File: src/rtl/usr_pkg.sv
// Shared definitions for the universal shift register: mode codes and burst FSM states.
package usr_pkg;

    localparam logic [2:0] USR_HOLD = 3'b000;
    localparam logic [2:0] USR_SHR  = 3'b001;
    localparam logic [2:0] USR_SHL  = 3'b010;
    localparam logic [2:0] USR_LOAD = 3'b011;
    localparam logic [2:0] USR_ROR  = 3'b100;
    localparam logic [2:0] USR_ROL  = 3'b101;
    localparam logic [2:0] USR_ASR  = 3'b110;
    localparam logic [2:0] USR_CLR  = 3'b111;

    typedef enum logic {
        USR_IDLE = 1'b0,
        USR_RUN  = 1'b1
    } usr_state_e;

endpackage

File: src/rtl/usr_burst_ctrl.sv
// Burst sequencer: IDLE/RUN FSM that decides when the register applies an op and
// which mode it uses, with a remaining-ops counter and busy/done reporting.
module usr_burst_ctrl
    import usr_pkg::*;
#(
    parameter int CNT_W = 4
) (
    input  logic             clk,
    input  logic             reset,
    input  logic             enable,
    input  logic             start,
    input  logic [CNT_W-1:0] count,
    input  logic [2:0]       mode,
    output logic             op_en,
    output logic [2:0]       op_mode,
    output logic             busy,
    output logic             done
);

    usr_state_e       state_q, state_d;
    logic [CNT_W-1:0] rem_q, rem_d;
    logic [2:0]       mode_q, mode_d;
    logic             done_q, done_d;

    always_comb begin
        state_d = state_q;
        rem_d   = rem_q;
        mode_d  = mode_q;
        done_d  = 1'b0;
        op_en   = 1'b0;
        op_mode = mode;
        if (enable) begin
            case (state_q)
                USR_IDLE: begin
                    if (start) begin
                        // The start edge only arms the burst; the first op happens next edge.
                        if (count != '0) begin
                            mode_d  = mode;
                            rem_d   = count;
                            state_d = USR_RUN;
                        end else begin
                            done_d = 1'b1;
                        end
                    end else begin
                        op_en = 1'b1;
                    end
                end
                USR_RUN: begin
                    op_en   = 1'b1;
                    op_mode = mode_q;
                    rem_d   = rem_q - CNT_W'(1);
                    if (rem_q == CNT_W'(1)) begin
                        state_d = USR_IDLE;
                        done_d  = 1'b1;
                    end
                end
                default: state_d = USR_IDLE;
            endcase
        end
    end

    always_ff @(posedge clk or posedge reset) begin
        if (reset) begin
            state_q <= USR_IDLE;
            rem_q   <= '0;
            mode_q  <= USR_HOLD;
            done_q  <= 1'b0;
        end else begin
            state_q <= state_d;
            rem_q   <= rem_d;
            mode_q  <= mode_d;
            done_q  <= done_d;
        end
    end

    assign busy = (state_q == USR_RUN);
    assign done = done_q;

endmodule

File: src/rtl/universal_shift_reg.sv
// WIDTH-bit universal shift register (hold/shift/rotate/asr/load/clear) with burst sequencer.
// Optional even-parity output enabled by defining USR_PARITY_EN.
module universal_shift_reg
    import usr_pkg::*;
#(
    parameter int WIDTH = 8,
    parameter int CNT_W = 4
) (
    input  logic             clk,
    input  logic             reset,
    input  logic             enable,
    input  logic [2:0]       mode,
    input  logic [WIDTH-1:0] d,
    input  logic             ser_in,
    input  logic             start,
    input  logic [CNT_W-1:0] count,
    output logic [WIDTH-1:0] q,
    output logic             ser_out_lsb,
    output logic             ser_out_msb,
    output logic             busy,
    output logic             done
`ifdef USR_PARITY_EN
    ,
    output logic             parity
`endif
);

    logic [WIDTH-1:0] q_q, q_d;
    logic             op_en;
    logic [2:0]       op_mode;

    function automatic logic [WIDTH-1:0] apply_mode(
        input logic [2:0]       m,
        input logic [WIDTH-1:0] v,
        input logic             si,
        input logic [WIDTH-1:0] dd
    );
        case (m)
            USR_HOLD: apply_mode = v;
            USR_SHR:  apply_mode = {si, v[WIDTH-1:1]};
            USR_SHL:  apply_mode = {v[WIDTH-2:0], si};
            USR_LOAD: apply_mode = dd;
            USR_ROR:  apply_mode = {v[0], v[WIDTH-1:1]};
            USR_ROL:  apply_mode = {v[WIDTH-2:0], v[WIDTH-1]};
            USR_ASR:  apply_mode = {v[WIDTH-1], v[WIDTH-1:1]};
            USR_CLR:  apply_mode = '0;
            default:  apply_mode = v;
        endcase
    endfunction

    usr_burst_ctrl #(
        .CNT_W (CNT_W)
    ) u_ctrl (
        .clk     (clk),
        .reset   (reset),
        .enable  (enable),
        .start   (start),
        .count   (count),
        .mode    (mode),
        .op_en   (op_en),
        .op_mode (op_mode),
        .busy    (busy),
        .done    (done)
    );

    // d and ser_in stay live during a burst; only the mode is latched.
    always_comb begin
        q_d = q_q;
        if (op_en) begin
            q_d = apply_mode(op_mode, q_q, ser_in, d);
        end
    end

    always_ff @(posedge clk or posedge reset) begin
        if (reset) begin
            q_q <= '0;
        end else begin
            q_q <= q_d;
        end
    end

    assign q           = q_q;
    assign ser_out_lsb = q_q[0];
    assign ser_out_msb = q_q[WIDTH-1];

`ifdef USR_PARITY_EN
    assign parity = ^q_q;
`endif

endmodule

File: config.mk
export PLATFORM = sky130hd
export DESIGN_NAME = universal_shift_reg
export DESIGN_NICKNAME = d
export VERILOG_FILES = /design/src/rtl/usr_pkg.sv /design/src/rtl/usr_burst_ctrl.sv /design/src/rtl/universal_shift_reg.sv
export SDC_FILE = /design/constraint.sdc
export NUM_CORES = 1
export LEC_CHECK = 0
export BUFFER_PORTS_ARGS = -buffer_cell sky130_fd_sc_hd__buf_2
export CAP_MARGIN = 30
export CORE_MARGIN = 8
export CORE_UTILIZATION = 40
export DETAILED_ROUTE_END_ITERATION = 10
export RECOVER_POWER = 25
export SYNTH_ARGS = -nofsm -noshare
export SYNTH_HDL_FRONTEND = slang
export SYNTH_HIERARCHICAL = 1
export SYNTH_SLANG_ARGS = --single-unit
File: constraint.sdc
create_clock -name clk -period 2.6 [get_ports clk]
set_input_delay 0.39 -clock clk [delete_from_list [all_inputs] [get_ports clk]]
set_output_delay 0.39 -clock clk [all_outputs]
set_load 0.03 [all_outputs]
==> impl_metrics.yaml, run 1 <==
clocking:
  hold_buffers: 0
  cts.sinks: 17
  clk_pin_slew_ns: 0.10
  clk_latency_ns: 0.29
  cts_made_buffers: 3
  htree_levels: 1
  cts_root_buf: "clkbuf_4"
  cts_tree: "done"
  post_cts_buffers: 0
  cts.repair.resized: 0
  cts_buffer_depth: 2
finish:
  n_antenna_cell: 0
  fin_nets: 181
  drive_gt1_share_pct: 34.8
  final_cell_mix: "buf_2 (31), nand2_1 (17), dfrtp_1 (17)"
  final_common_cell: "buf_2"
  fin_cells: 191
  seq_area_um2: 425
  filler_cell_count: 314
  synthToLayoutAreaGrowth_pct: 12.9
  multi_input_area_um2: 714
synth:
  async_flop_share_pct: 100
  synthesis.nets: 153
  synthTopCellsByArea: "dfrtp_1 (34%), nand2_1 (5.1%), mux2_4 (3.6%), inv_1 (2.7%), buf_6 (2.7%)"
  yosys_warnings: 6
  avgSynthCellArea_um2: 9.50
  synth_top_cell_area_share_pct: 34.2
  synth_seq_cells: 17
  synth_cell_type_count: 48
  synth_edf_count: 0
  synth_area_um2: 1240
  synth.largest_area_cell: "dfrtp_1"
  netlist_instances: 131
  ys.flop_type: "dfrtp_1"
  yosysSeqAreaShare_pct: 34.2
status:
  status: "finished, final reports clean"
drt:
  wl_per_cell_um: 15.5
  first_pass_iters: 5
  finalWirelength_um: 2960
  drt_iter0_drc: 56
  vias_per_cell: 5.45
  vias: 1041
  postRouteAntennaNets: 0
  drc: 0
timing:
  slew_headroom_pct: 69.8
  final.setup.tns_ns: 0
  min_period_ns: 2.18
  finalMaxSlewViolations: 0
  setup_viol: 0
  period_share_pct: 83.9
  fin_worst_skew_ns: 0.000794
  max_freq_mhz: 459
  hold_viol_final: 0
  worst_slew_pin_slew_ns: 0.450
  rsz0062_at_grt: "no"
placed_design:
  dp_hpwl_um: 2300
  placed_cells: 187
  gp_congestion: 0.855
  numPortBuffers: 31
global_routing:
  grt_pass1_vias: 1064
  track_usage_pct: 12.0
  grt_pass1_wl_um: 5030
  grt_max_degree: 22
  overflow: 0
  antenna_found_initial: 0
critical_path:
  start_kind: "flop"
  cp-end-kind: "flop"
  crit_path_cell_trace: "nand2_2 > mux2_2 > nand2b_1 > mux2i_4 > a222oi_1 > o21ai_1"
  worstPathMaxFanout: 21
  arrival_ns: 2.36
  required_ns: 2.78
  cp_top_family: "multiplexers"
  worstSetupPathType: "reg2reg"
  path_buf_inv: 0
  max_stage_delay_ns: 0.60
  slowest_stage: "dfrtp_1"
floorplan:
  ioPinCount: 32
  core_um2: 3000
  rows: 20
  die-height_um: 71.8
  start_util_pct: 41.5
  dieArea_um2: 5150
  die_width_um: 71.8
power:
  power.density_nw_per_um2: 1170
  vdd_drop_max_uv: 518
  leakagePower_nw: 0.629
job:
  drv_cap: 0
min_path:
  hp-class: "in2async"
==> flip-flops by register name (all words and copies together) (netlist names) <==
| signal | count |
|---|---|
| u_ctrl/mode_q | 3 |
| u_ctrl/rem_q | 4 |
| u_ctrl/busy | 1 |
| q | 8 |
| u_ctrl/done | 1 |
==> path summary, 6_finish.rpt <==
check	end	from	depth (start not counted)	slack [ns]
worst max-delay path	q[4]	u_ctrl/busy	6	0.42
worst min-delay path	q[5]	reset	2	0.05
worst max register to register	q[4]	u_ctrl/busy	6	0.42
worst min register to register	u_ctrl/mode_q[0]	u_ctrl/mode_q[0]	1	0.52
max in group asynchronous	u_ctrl/done	reset	2	2.27
min in group clk	u_ctrl/mode_q[1]	mode[1]	2	0.35
==> synth_stat cells (2+ instances only) <==
cell      instances
mux2_4            3
nand3b_1          3
a21o_1            2
buf_2             3
a21oi_1           4
o21ai_1           5
nor2_1            6
o31ai_2           2
ha_1              2
nor2b_1           3
a31oi_1           3
o21ai_0           6
nand3_1           4
nand2b_1          2
mux2_2            3
inv_1             9
nand2_1          17
buf_6             3
a21boi_0          2
a222oi_1          3
dfrtp_1          17
buf_4             3
==> per-layer routing <==
layer / global-route usage (%) / share of wire, % / vias to the layer above
met2: 18.3 / 47 / 24
met3: 3.91 / 4.9 / 4
li1: - / - / 526
met1: 15.8 / 47 / 487
met4: 2.72 / 0.84 / 0
met5: 0 / 0 / -
==> area by class of cell <==
class / count / area share (%)
multi-input cells: 96 / 50.8
flip-flops and latches: 17 / 30.3
repair buffers: 32 / 11.6
well taps: 33 / 2.94
inverters: 9 / 2.40
clock buffers: 3 / 1.60
clock inverters: 1 / 0.356
==> power breakdown <==
group          internal, W  leakage [nW]  switching (W)
combinational     0.000392         0.410       0.000564
sequential        0.000390         0.201       0.000152
clock            0.0000573        0.0177      0.0000867
total             0.000839         0.629       0.000803
==> per-stage QoR <==
| stage | utilization, % | total power [W] | area (um^2) | setup slack, ns | hold WS [ns] |
|---|---|---|---|---|---|
| floorplan | - | 0.00133 | 1240 | 0.537 | 0.206 |
| global placement | 45.9 | 0.00148 | 1380 | 0.539 | 0.378 |
| detailed placement | 45.9 | 0.00150 | 1380 | 0.450 | 0.385 |
| CTS | 46.8 | 0.00166 | 1410 | 0.438 | 0.0474 |
| global route | 46.8 | 0.00178 | 1410 | 0.226 | 0.0688 |
| finish | 46.8 | 0.00164 | 1410 | 0.419 | 0.0494 |
==> worst register-to-register path, stage by stage, from the launching register on <==
cell      delay, ns
dfrtp_1        0.60
nand2_2        0.15
mux2_2         0.51
nand2b_1       0.23
mux2i_4        0.10
a222oi_1       0.38
o21ai_1        0.09
==> cells by family (layout without fill, tap and decap cells) <==
| group | after synthesis | in the layout | share of synthesized area (%) |
|---|---|---|---|
| and+or+nand+nor | 44 | 44 | 19.9 |
| xor gates and xnor gates | 1 | 1 | 0.704 |
| buffers and inverters | 18 | 45 | 8.44 |
| DFF | 17 | 17 | 34.2 |
| AOI/OAI and AO/OA | 40 | 40 | 24.7 |
| muxes | 9 | 9 | 10.0 |
| adders and majority gates | 2 | 2 | 2.01 |
Power figures use the tool's default switching activity.
==> run 2: changes to the inputs <==
--- a/config.mk
+++ b/config.mk
@@ -10,6 +10,7 @@
 export CORE_MARGIN = 8
 export CORE_UTILIZATION = 40
 export DETAILED_ROUTE_END_ITERATION = 10
+export PLACE_DENSITY = 0.66
 export RECOVER_POWER = 25
 export SYNTH_ARGS = -nofsm -noshare
 export SYNTH_HDL_FRONTEND = slang
==> constraint.sdc (replaced) <==
create_clock -name clk -period 1.75 [get_ports clk]
set_input_delay 0.2625 -clock clk [delete_from_list [all_inputs] [get_ports clk]]
set_output_delay 0.2625 -clock clk [all_outputs]
set_load 0.03 [all_outputs]
==> run 2 against run 1 <==
Routed wire length is 9.2% higher. Global-route usage shrank 0.25 points. First-iteration DRC count grew to 3.3 times the previous value. Sequential cell count unchanged. Worst setup slack lost 0.42 ns. Critical path depth shrank 1. Utilization grew 5.0 points. Clock skew rose by 0.0024 ns.
==> impl_metrics.yaml, run 2 (synthesized netlist as in run 1, its figures left out) <==
status:
  status: "finished, final reports clean"
timing:
  setup_viol: 0
  slew_headroom_pct: 69.5
  hold_viol_final: 0
  worst_slew_pin_slew_ns: 0.454
  period_share_pct: 99.9
  finalMaxSlewViolations: 0
  min_period_ns: 1.75
  fin_hold_ws_ns: 0.228
  max_freq_mhz: 572
  fin_worst_skew_ns: 0.00316
  rsz0062_at_grt: "yes"
drt:
  wl_per_cell_um: 15.8
  drc: 0
  drt_iter0_drc: 182
  vias_per_cell: 5.79
  postRouteAntennaNets: 0
  vias: 1182
  finalWirelength_um: 3230
  first_pass_iters: 4
finish:
  n_antenna_cell: 0
  filler_cell_count: 284
  largest_reg_flops: 8
  drive_gt1_share_pct: 40.9
  fin_nets: 194
  multi_input_area_um2: 762
  seq_area_um2: 427
  stdcell_area_um2: 1560
  synthToLayoutAreaGrowth_pct: 25.0
  final_common_cell: "buf_2"
  final_cell_mix: "buf_2 (30), nand2_1 (17), dfrtp_1 (16)"
placed_design:
  numPortBuffers: 31
  dpl-instance-area_um2: 1430
  dp_hpwl_um: 2340
  gp_congestion: 0.851
clocking:
  cts_buffer_depth: 2
  clk_pin_slew_ns: 0.09
  htree_levels: 1
  cts.sinks: 17
  cts_root_buf: "clkbuf_4"
  cts_made_buffers: 3
  clk_latency_ns: 0.29
  cts_tree: "done"
job:
  drv_cap: 0
floorplan:
  dieArea_um2: 5150
  die_width_um: 71.8
  die-height_um: 71.8
  start_util_pct: 41.5
  ioPinCount: 32
  rows: 20
  core_um2: 3000
global_routing:
  grt_pass1_wl_um: 5000
  overflow: 0
  track_usage_pct: 11.7
  grt_pass1_vias: 1099
  antenna_found_initial: 0
  grt_max_degree: 15
critical_path:
  max_stage_delay_ns: 0.43
  path_buf_inv: 1
  arrival_ns: 1.93
  slowest_stage: "dfrtp_2"
  worstPathMaxFanout: 11
  crit_path_cell_trace: "nand2_4 > mux2_4 > buf_4 > o31a_4 > o22a_1"
  cp-end-kind: "flop"
  worstSetupPathType: "reg2reg"
  required_ns: 1.93
  cp_top_family: "compound AO/OA/AOI/OAI gates"
  start_kind: "flop"
power:
  leakagePower_nw: 0.715
  power.density_nw_per_um2: 1730
  vdd_drop_max_uv: 667
min_path:
  hp-class: "in2reg"
-- run 2: cell types whose count changed in the layout (fill, tap and decap cells not counted), sizes merged --
cell         previous run  this run
mux2                    6         7
buf                    32        42
clkinv                  1         0
dlygate4sd3             0         1
clkbuf                  3         5
-- run 2: area by class of cell --
class                      count  share of cell area (%)
clock buffer                   4                    1.69
timing repair buffer          44                    17.1
multi-input combinational     97                    49.0
sequential                    17                    27.4
tap                           33                    2.65
inverter                       9                    2.17
-- run 2: what timing repair did --
action | CTS | global route
endpoints found under the hold margin | 17 | 0
hold buffers | 1 | 0
buffers inserted | 1 | 6
setup endpoints to repair | 1 | 5
gates resized for setup | 0 | 4
cloned | 0 | 1
pin swaps | 0 | 3
-- run 2: per-layer routing --
metal | wire length [um] | global-route usage, % | part of all wire, %
met1 | 1370 | 14.5 | 42
met2 | 1560 | 19.0 | 48
met3 | 274 | 4.18 | 8.5
met4 | 23 | 2.49 | 0.71
met5 | 0 | 0 | 0
-- run 2: stage by stage --
stage                     setup WS [ns]  std cells  TNS [ns]  power (W)  util [%]
after global routing            -0.0876        204    -0.240    0.00288      51.8
after global placement           0.0773        191         0    0.00228      47.5
final                           0.00251        204         0    0.00270      51.8
after detailed placement         0.0185        191         0    0.00231      47.5
after floorplan                  -0.125        131    -0.695    0.00203         -
after CTS                        0.0139        197         0    0.00256      49.4
-- run 2: worst reg2reg max path: stages (launching register included) --
cell and delay, ns:
dfrtp_2 0.43, nand2_4 0.12, mux2_4 0.37, buf_4 0.15, o31a_4 0.37, o22a_1 0.20
-- run 2: final timing paths --
kind | startpoint | endpoint | slack, ns | cells past startpoint
max in group asynchronous | reset | u_ctrl/busy | 0.99 | 3
worst min-delay path | mode[0] | u_ctrl/mode_q[0] | 0.23 | 2
worst max register to register | u_ctrl/busy | q[0] | 0.003 | 5
worst max-delay path | u_ctrl/busy | q[0] | 0.003 | 5
min in group asynchronous | reset | q[1] | 0.45 | 3
worst min register to register | u_ctrl/mode_q[2] | u_ctrl/mode_q[2] | 0.53 | 1
-- run 2: power by group --
| part | internal, W | switching [W] | leakage, nW | total, W |
|---|---|---|---|---|
| clock network | 0.0000886 | 0.000118 | 0.0150 | 0.000206 |
| logic | 0.000757 | 0.000950 | 0.499 | 0.00171 |
| registers | 0.000583 | 0.000203 | 0.201 | 0.000786 |
| total | 0.00143 | 0.00127 | 0.715 | 0.00270 |
==> run 3: changes to the inputs <==
--- a/config.mk
+++ b/config.mk
@@ -14,5 +14,4 @@
 export RECOVER_POWER = 25
 export SYNTH_ARGS = -nofsm -noshare
 export SYNTH_HDL_FRONTEND = slang
-export SYNTH_HIERARCHICAL = 1
 export SYNTH_SLANG_ARGS = --single-unit
==> run 3 against run 2 <==
First-iteration DRC count fell by 51%. Register-to-register slack improved by 0.06 ns. Utilization fell by 2.1 points. Final cell count fell by 0.49%. Critical path type unchanged. Largest cell class unchanged.
==> impl_metrics.yaml, run 3 <==
clocking:
  htree_levels: 1
  clk_pin_slew_ns: 0.11
  hold_buffers: 0
  cts_buffer_depth: 2
  cts_made_buffers: 3
  cts_root_buf: "clkbuf_4"
  post_cts_buffers: 0
  cts_tree: "done"
  clk_latency_ns: 0.29
  cts.sinks: 17
timing:
  finalMaxSlewViolations: 0
  rsz0062_at_grt: "no"
  max_freq_mhz: 594
  final.setup.tns_ns: 0
  fin_hold_ws_ns: 0.0498
  slew_headroom_pct: 53.9
  min_period_ns: 1.68
  period_share_pct: 96.2
  fin_worst_skew_ns: 0.00145
  worst_slew_pin_slew_ns: 0.691
  hold_viol_final: 0
  setup_viol: 0
floorplan:
  core_um2: 2950
  rows: 20
  dieArea_um2: 5040
  ioPinCount: 32
  start_util_pct: 40.9
  die-height_um: 71.0
  die_width_um: 71.0
synth:
  async_flop_share_pct: 100
  synth_cell_type_count: 40
  synth_top_cell_area_share_pct: 35.2
  yosysSeqAreaShare_pct: 35.2
  synthTopCellsByArea: "dfrtp_1 (35%), a21oi_1 (6.6%), o22a_1 (5.1%), a221o_1 (5.0%), mux2_2 (4.7%)"
  yosys_warnings: 0
  synthXorXnorAreaFrac_pct: 0
  synthesis.nets: 156
  netlist_instances: 134
  synth_seq_cells: 17
  synth_edf_count: 0
  synthAdderAreaFrac_pct: 2.07
  avgSynthCellArea_um2: 9.02
  synth_simple_gate_area_share_pct: 16.7
  synth_top_family_by_area: "compound AO/OA/AOI/OAI gates"
  synth_compound_area_share_pct: 32.8
  synth_area_um2: 1210
  synth.largest_area_cell: "dfrtp_1"
  synth.most_common_cell: "dfrtp_1"
  ys.flop_type: "dfrtp_1"
  synthTopCellsByCount: "dfrtp_1 (17), a21oi_1 (16), nand2_1 (14)"
  synth.area.mux_share_pct: 6.73
status:
  status: "finished, final reports clean"
min_path:
  hp-class: "in2async"
finish:
  synthToLayoutAreaGrowth_pct: 21.5
  fin_cells: 203
  fin_nets: 193
  largest_reg_flops: 8
  n_antenna_cell: 0
  final_common_cell: "buf_2"
  final_cell_mix: "buf_2 (31), dfrtp_1 (16), a21oi_1 (15)"
  drive_gt1_share_pct: 34.7
  fin_util_pct: 49.7
critical_path:
  start_kind: "flop"
  worstSetupPathType: "reg2reg"
  worstPathMaxFanout: 9
  arrival_ns: 1.88
  cp-end-kind: "flop"
  required_ns: 1.95
drt:
  first_pass_iters: 4
  vias_per_cell: 5.70
  vias: 1157
  drt_iter0_drc: 89
  drc: 0
  postRouteAntennaNets: 0
  finalWirelength_um: 3160
  wl_per_cell_um: 15.5
global_routing:
  grt_max_degree: 18
  track_usage_pct: 12.9
  grt_pass1_vias: 1193
  overflow: 0
  antenna_found_initial: 0
  grt_pass1_wl_um: 5380
power:
  leakagePower_nw: 0.653
  power_w: 0.00260
  power.density_nw_per_um2: 1770
  vdd_drop_max_uv: 665
placed_design:
  dp_hpwl_um: 2460
  gp_congestion: 0.838
  numPortBuffers: 31
  placed_cells: 199
job:
  drv_cap: 0
## run 3: cell types whose count changed after synthesis, sizes merged, moves of 3 or more
cell    previous run  this run
nand3              4         1
a21oi              4        17
nand2             18        14
a21o               3         0
a222oi             3         0
o21ai             11         6
buf                9         4
a211oi             0         3
clkbuf             0         3
o22a               1         7
nor2               6        11
a221o              0         6
## run 3: path summary, 6_finish.rpt
check	slack (ns)	endpoint	start	cells after the start
setup / recovery	0.07	q[2]	u_ctrl.busy	5
hold / removal	0.05	u_ctrl.rem_q[1]	reset	2
setup reg to reg	0.07	q[2]	u_ctrl.busy	5
hold reg to reg	0.58	q[2]	q[2]	1
max in group asynchronous	1.22	u_ctrl.busy	reset	2
min in group clk	0.27	u_ctrl.mode_q[2]	mode[2]	3
## run 3: cell families after synthesis
logic type	count (synthesis)
fa+ha+maj	2
flops	17
mux	7
simple gates	41
compound gates	52
buf+inv	15
## run 3: cell type report
type / count / area [um^2]
inverters: 8 / 30.0
flip-flops and latches: 17 / 427
fillers: 294 / 1480
clock inverters: 1 / 5.00
well taps: 33 / 41.3
multi-input cells: 102 / 728
repair buffers: 39 / 215
clock buffers: 3 / 22.5
## run 3: per-stage QoR
step	instance area, um^2	worst slack (ns)
2_1_floorplan	1210	-0.0361
3_3_place_gp	1420	0.0441
3_5_place_dp	1420	-0.0304
4_1_cts	1450	0.0387
5_1_grt	1470	0.00111
6_report	1470	0.0668
## run 3: metal layers
metal	global-route usage (%)	share of wire [%]
met1	15.3	46
met2	22.1	48
met3	3.81	5.0
met4	3.00	0.41
met5	0	0
## run 3: worst max-delay path, stage by stage (launching register included)
cell and delay, ns:
dfrtp_2 0.44, and2_4 0.18, a21oi_2 0.26, o311ai_4 0.20
a221o_1 0.32, o22a_1 0.19
## run 3: repair_timing
action	CTS	global route
endpoints found under the setup margin	0	6
endpoints found under the hold margin	0	0
gates resized for setup	0	3
## run 3: power breakdown
part / internal (W) / leakage, nW / switching (W)
clock network: 0.0000850 / 0.0177 / 0.000139
logic: 0.000669 / 0.438 / 0.000913
registers: 0.000583 / 0.197 / 0.000210
